## config.mk

```make
export PLATFORM = sky130hd
export DESIGN_NAME = mem_access_unit
export DESIGN_NICKNAME = d
export VERILOG_FILES = /design/src/rtl/mem_access_unit.sv
export SDC_FILE = /design/constraint.sdc
export NUM_CORES = 1
export LEC_CHECK = 0
export ABC_AREA = 1
export BUFFER_PORTS_ARGS = -buffer_cell sky130_fd_sc_hd__buf_2
export CAP_MARGIN = 30
export CORE_ASPECT_RATIO = 1.75
export CORE_MARGIN = 3
export CORE_UTILIZATION = 45
export DETAILED_ROUTE_END_ITERATION = 10
export HOLD_SLACK_MARGIN = 0.03
export PLACE_DENSITY = 0.76
export SLEW_MARGIN = 30
export SYNTH_ARGS = -nofsm -noshare
export SYNTH_HDL_FRONTEND = slang
export SYNTH_SLANG_ARGS = --single-unit
```

## constraint.sdc

```tcl
create_clock -name clk -period 2.09 [get_ports clk]
set_clock_uncertainty 0.15 [all_clocks]
set_input_delay 0.209 -clock clk [delete_from_list [all_inputs] [get_ports clk]]
set_output_delay 0.209 -clock clk [all_outputs]
set_load 0.01 [all_outputs]
```

## src/rtl/mem_access_unit.sv

```systemverilog
// Memory-stage load/store unit: word-wide data port, byte lanes, extended load data, pipeline stall.
// Latency: store >=2 cycles, load >=3 cycles from acceptance to wb_valid; timeout after MAX_WAIT wait cycles.
// Backpressure: holds mem_req until mem_ready and holds stall until DONE; optional MEM_MISALIGN_TRAP_EN adds misalign trap.
module mem_access_unit #(
  parameter int ADDR_W   = 32,
  parameter int MAX_WAIT = 255
) (
  input  logic              clk,
  input  logic              rst_n,
  input  logic              ex_valid,
  input  logic [4:0]        ex_opcode,
  input  logic [31:0]       ex_addr,
  input  logic [31:0]       ex_wdata,
  output logic              stall,
  output logic              wb_valid,
  output logic [31:0]       wb_data,
  output logic              err_timeout,
  output logic              mem_req,
  output logic              mem_we,
  output logic [ADDR_W-1:0] mem_addr,
  output logic [3:0]        mem_be,
  output logic [31:0]       mem_wdata,
  input  logic              mem_ready,
  input  logic              mem_rvalid,
  input  logic [31:0]       mem_rdata
`ifdef MEM_MISALIGN_TRAP_EN
  , output logic            misalign
`endif
);

  localparam logic [4:0] OP_LW = 5'b01101, OP_LH = 5'b01110, OP_LHU = 5'b01111,
                         OP_LB = 5'b10000, OP_LBU = 5'b10001, OP_SW = 5'b10010,
                         OP_SH = 5'b10011, OP_SB = 5'b10100;
  localparam logic [1:0] SZ_B = 2'd0, SZ_H = 2'd1, SZ_W = 2'd2;
  localparam int CW = (MAX_WAIT > 1) ? $clog2(MAX_WAIT) : 1;

  typedef enum logic [1:0] {IDLE, REQ, WAIT, DONE} state_t;
  state_t state;

  logic          is_mem, is_store;
  logic [1:0]    sz, lane;
  logic [3:0]    be;
  logic [31:0]   wdata_rep;
  logic [4:0]    op_r;
  logic [1:0]    lane_r;
  logic [CW-1:0] cnt;
  logic [15:0]   half_sel;
  logic [7:0]    byte_sel;
  logic [31:0]   ld_data;

  always_comb begin
    is_mem   = 1'b1;
    is_store = 1'b0;
    sz       = SZ_B;
    case (ex_opcode)
      OP_LW:         sz = SZ_W;
      OP_LH, OP_LHU: sz = SZ_H;
      OP_LB, OP_LBU: sz = SZ_B;
      OP_SW:         begin sz = SZ_W; is_store = 1'b1; end
      OP_SH:         begin sz = SZ_H; is_store = 1'b1; end
      OP_SB:         begin sz = SZ_B; is_store = 1'b1; end
      default:       is_mem = 1'b0;
    endcase
  end

  // Lane is the naturally aligned offset; unaligned low bits are dropped here.
  always_comb begin
    lane      = ex_addr[1:0];
    be        = 4'b0001 << ex_addr[1:0];
    wdata_rep = {4{ex_wdata[7:0]}};
    case (sz)
      SZ_W: begin
        lane      = 2'b00;
        be        = 4'b1111;
        wdata_rep = ex_wdata;
      end
      SZ_H: begin
        lane      = {ex_addr[1], 1'b0};
        be        = ex_addr[1] ? 4'b1100 : 4'b0011;
        wdata_rep = {2{ex_wdata[15:0]}};
      end
      default: ;
    endcase
  end

`ifdef MEM_MISALIGN_TRAP_EN
  logic misaligned;
  always_comb begin
    misaligned = 1'b0;
    if (sz == SZ_W)      misaligned = |ex_addr[1:0];
    else if (sz == SZ_H) misaligned = ex_addr[0];
  end
`endif

  always_comb begin
    half_sel = lane_r[1] ? mem_rdata[31:16] : mem_rdata[15:0];
    byte_sel = mem_rdata[{lane_r, 3'b000} +: 8];
    case (op_r)
      OP_LH:   ld_data = {{16{half_sel[15]}}, half_sel};
      OP_LHU:  ld_data = {16'h0000, half_sel};
      OP_LB:   ld_data = {{24{byte_sel[7]}}, byte_sel};
      OP_LBU:  ld_data = {24'h000000, byte_sel};
      default: ld_data = mem_rdata;
    endcase
  end

  assign stall = (state == REQ) || (state == WAIT) || ((state == IDLE) && ex_valid && is_mem);

  always_ff @(posedge clk) begin
    if (!rst_n) begin
      state       <= IDLE;
      cnt         <= '0;
      op_r        <= '0;
      lane_r      <= '0;
      wb_valid    <= 1'b0;
      wb_data     <= '0;
      err_timeout <= 1'b0;
      mem_req     <= 1'b0;
      mem_we      <= 1'b0;
      mem_addr    <= '0;
      mem_be      <= '0;
      mem_wdata   <= '0;
`ifdef MEM_MISALIGN_TRAP_EN
      misalign    <= 1'b0;
`endif
    end else begin
      wb_valid    <= 1'b0;
      err_timeout <= 1'b0;
`ifdef MEM_MISALIGN_TRAP_EN
      misalign    <= 1'b0;
`endif
      case (state)
        IDLE: if (ex_valid && is_mem) begin
          op_r   <= ex_opcode;
          lane_r <= lane;
`ifdef MEM_MISALIGN_TRAP_EN
          if (misaligned) begin
            state    <= DONE;
            wb_valid <= 1'b1;
            wb_data  <= '0;
            misalign <= 1'b1;
          end else
`endif
          begin
            state     <= REQ;
            mem_req   <= 1'b1;
            mem_we    <= is_store;
            mem_addr  <= {ex_addr[ADDR_W-1:2], 2'b00};
            mem_be    <= be;
            mem_wdata <= wdata_rep;
          end
        end
        REQ: if (mem_ready) begin
          mem_req <= 1'b0;
          cnt     <= '0;
          if (mem_we) begin
            state    <= DONE;
            wb_valid <= 1'b1;
            wb_data  <= '0;
          end else begin
            state <= WAIT;
          end
        end
        WAIT: begin
          // rvalid wins over a timeout expiring in the same cycle
          if (mem_rvalid) begin
            state    <= DONE;
            wb_valid <= 1'b1;
            wb_data  <= ld_data;
          end else if (cnt == CW'(MAX_WAIT - 1)) begin
            state       <= DONE;
            wb_valid    <= 1'b1;
            wb_data     <= '0;
            err_timeout <= 1'b1;
          end else begin
            cnt <= cnt + 1'b1;
          end
        end
        default: state <= IDLE;
      endcase
    end
  end

endmodule

```

==> parameters.txt <==
Parameter                              Value

Outcome
  Run status ... finished, final reports clean

Power and ir drop
  P_leak ... 3.77 nW
  Comb pwr share ... 0.253
  Relative contribution of sequential cells to total power ... 0.335
  Worst vdd rail ir drop ... 0.000569 V
  Switching Fraction ... 0.305
  Power density over the cells ... 889 nW/um2
  Cell internal pwr ... 5.20 mW
  Part of the total power dissipated in the clock network ... 0.411
  Net switching component of the power ... 2.28 mW

Floorplanning
  IO Pins ... 211
  Horizontal die dimension ... 92.7 um
  Die height ... 158 um
  Site Rows ... 54
  Starting density of the core ... 0.468
  Core region area ... 12,600 um2
  DIE AREA ... 14,600 um2

Placed design
  GPL Wtd Cong ... 0.902
  HPWL Detailed ... 13,800 um
  Placed cell area ... 7250 um2
  Count of buffers from port buffering ... 208
  Number of placed cells counting well taps ... 1,216

Worst setup path
  Reg-to-reg slack, setup ... 190 ps
  Nature of the critical path startpoint ... flip-flop
  Worst setup path startpoint ... state[0]$_SDFFE_PN0P_
  Reg2reg start ... state[0]$_SDFFE_PN0P_
  CP Max Fanout ... 13
  Type of element capturing the critical path ... output pin
  Critical Setup Path Class ... flip-flop to output pin
  Arrival time worst endpoint ... 1650 ps
  Endpoint required time on the critical path ... 1730 ps

CTS
  Number of buffers inserted during clock tree synthesis ... 17
  CTS Buffer Depth ... 2
  Clock tree from TritonCTS ... done
  Post-CTS clock slew at the launch and capture registers of the worst setup and hold paths ... 50 ps
  Clk sinks ... 119
  Root buffer selected by CTS ... sky130_fd_sc_hd__clkbuf_16
  Clock latency on the worst-skew pair ... 410 ps
  H-tree lvl count ... 4

Finish
  Number of cells in the finished layout apart from fillers ... 1,299
  Number of diodes added for antenna fixing ... 0
  Final core utilization ... 0.666
  Final nets ... 1,234
  Commonest non-fill, non-tap cell in the layout ... sky130_fd_sc_hd__nand2_1
  Leading cell types in the layout, fill and taps excluded ... sky130_fd_sc_hd__nand2_1 (222), sky130_fd_sc_hd__buf_2 (208), sky130_fd_sc_hd__nand3_1 (138), sky130_fd_sc_hd__a21oi_1 (130), sky130_fd_sc_hd__dfxtp_1 (119)
  Fraction of final layout cells with drive strength greater than 1 ... 0.263
  Layout overhead on the synthesized area ... 42.1%
  Post-route design area ... 8410 um2

Routing
  DR vias/cell ... 5.41
  DRT Pass-1 Iters ... 5
  First DRT Iteration DRCs ... 358
  Routed Wire Length ... 20,500 um
  Drt drc ... 0
  Detail Route Antenna Nets ... 0
  Total via count in the routed design ... 7,024
  Final routed wire length divided by cell count ... 15.8 um

Global route
  Number of global-route vias before repair ... 6,663
  Residual overflow from global routing ... 0
  Antenna violations before repair ... 0
  Wire length of the first global-routing pass ... 32,000 um
  Pin count of the biggest net entering global routing ... 68
  Gr usage total ... 0.274

Logic synthesis
  Area fraction in and, or, nand and nor cells after synthesis ... 0.303
  Synthesis warning total ... 0
  Synth Instances ... 866
  Number of distinct library cells after synthesis ... 32
  Share of the synthesized area in compound gates (AO/OA/AOI/OAI) ... 0.190
  Share of synthesized registers carrying an async set or reset ... 0
  Synthesized-area fraction occupied by adder cells ... 0.0169
  Post-synthesis sequential element count ... 119
  XOR/XNOR Fraction of Synth Area ... 0.00148
  Largest family of logic cells by synthesized area ... simple AND/OR/NAND/NOR gates
  Post-Syn Area per Cell ... 6.83 um2
  Proportion of synthesized chip area in sequential cells ... 0.403
  Mux contribution to synthesized area ... 0
  Most used flip-flop cell after synthesis ... sky130_fd_sc_hd__dfxtp_1
  EDFF count, synth ... 0
  Syn Std Cell Area ... 5920 um2

Timing
  Part of the cycle the worst path needs ... 0.960
  Min cycle time layout ... 2010 ps
  Number of pins exceeding their max-slew limit in the final report ... 0
  Minimum hold slack ... 41.8 ps
  Final setup violation count ... 0
  Unrepaired setup endpoints after global routing ... no
  Number of hold-slack violations in the final timing report ... 0
  Maximum achievable frequency ... 498 MHz

Job
  Max cap viols ... 0

Hold path
  Worst Min Path Start ... mem_rdata[3]
  Class of the worst hold path ... primary input to flip-flop
sequential cells by signal, summed over array words and instances, names as in the netlist:
signal,cells
wb_data,32
mem_addr,30
mem_req,1
lane_r,2
wb_valid,1
err_timeout,1
op_r,5
mem_be,4
state,2
mem_we,1
cnt,8
mem_wdata,32
logic make-up (layout without fill, tap and decap cells):
logic type,count (synthesis),in the layout
compound gates,210,210
flops,119,119
xor+xnor,1,1
other cells,1,2
fa+ha+maj,8,8
simple gates,410,411
buf+inv,117,380
metrics by stage:
stage / worst slack, ps / power [mW] / TNS [ps]
floorplan: 50.9 / 3.63 / 0
detailed placement: -91.9 / 4.30 / -1050
global placement: -44.4 / 4.29 / -243
global route: 1.29 / 7.82 / 0
CTS: 42.3 / 7.48 / 0
finish: 83.2 / 7.48 / 0
cells in the mapped netlist (4+ instances only):
cell / instances / share of area
sky130_fd_sc_hd__or2_2: 12 / 0.013
sky130_fd_sc_hd__a21oi_1: 130 / 0.11
sky130_fd_sc_hd__nor2_1: 24 / 0.015
sky130_fd_sc_hd__o21ai_0: 49 / 0.041
sky130_fd_sc_hd__nand3_1: 138 / 0.12
sky130_fd_sc_hd__nand2_1: 223 / 0.14
sky130_fd_sc_hd__buf_2: 19 / 0.016
sky130_fd_sc_hd__dfxtp_1: 119 / 0.40
sky130_fd_sc_hd__o211ai_1: 23 / 0.029
sky130_fd_sc_hd__nand4_1: 5 / 0.0053
sky130_fd_sc_hd__inv_1: 50 / 0.032
sky130_fd_sc_hd__clkbuf_1: 35 / 0.022
sky130_fd_sc_hd__buf_6: 4 / 0.0076
sky130_fd_sc_hd__ha_1: 8 / 0.017
sky130_fd_sc_hd__o21bai_1: 4 / 0.0051
worst paths after layout:
check	cells after the start	to
min	5	wb_data[3]$_SDFFE_PN0P_
max	7	stall
min reg2reg	2	mem_addr[12]$_SDFFE_PN0P_
max reg2reg	7	wb_data[7]$_SDFFE_PN0P_
layout make-up:
type	count	area, um2
tap	168	210
inverter	55	210
multi-input combinational	632	3060
clock buffer	21	470
clock inverter	9	149
sequential	119	2380
timing repair buffer	295	1920
fill	1123	4220
metal layers:
| metal | share of wire | GRT usage | wire length (um) | vias up |
|---|---|---|---|---|
| met4 | 0.065 | 0.194 | 1320 | 0 |
| met1 | 0.36 | 0.296 | 7320 | 3181 |
| met5 | 0 | 0 | 0 | - |
| li1 | - | - | - | 3410 |
| met2 | 0.51 | 0.479 | 10500 | 353 |
| met3 | 0.066 | 0.0499 | 1360 | 80 |
worst max-delay path, stage by stage, from the launching register on:
cell and delay (ps):
sky130_fd_sc_hd__dfxtp_1 340, sky130_fd_sc_hd__inv_1 100, sky130_fd_sc_hd__ha_2 210, sky130_fd_sc_hd__nand2_1 90
sky130_fd_sc_hd__inv_4 150, sky130_fd_sc_hd__nand2_8 140, sky130_fd_sc_hd__nand2_1 80, sky130_fd_sc_hd__buf_2 120
power by group through the flow:
| stage | sequential [mW] | combinational, mW | clock (mW) |
|---|---|---|---|
| floorplan | 2.59 | 1.05 | 0 |
| global placement | 2.55 | 1.74 | 0 |
| detailed placement | 2.55 | 1.75 | 0 |
| CTS | 2.50 | 1.85 | 3.12 |
| global route | 2.52 | 2.07 | 3.22 |
| finish | 2.51 | 1.90 | 3.08 |
timing repair:
item                                   4_1_cts  5_1_grt
cloned                                       1        0
setup buffers                                0        0
hold buffers                                52        0
endpoints found under the hold margin       56        0
setup endpoints to repair                    1        4
gates resized for setup                      1        3
pin swaps                                    1        0
(Power assumes the default switching activity.)
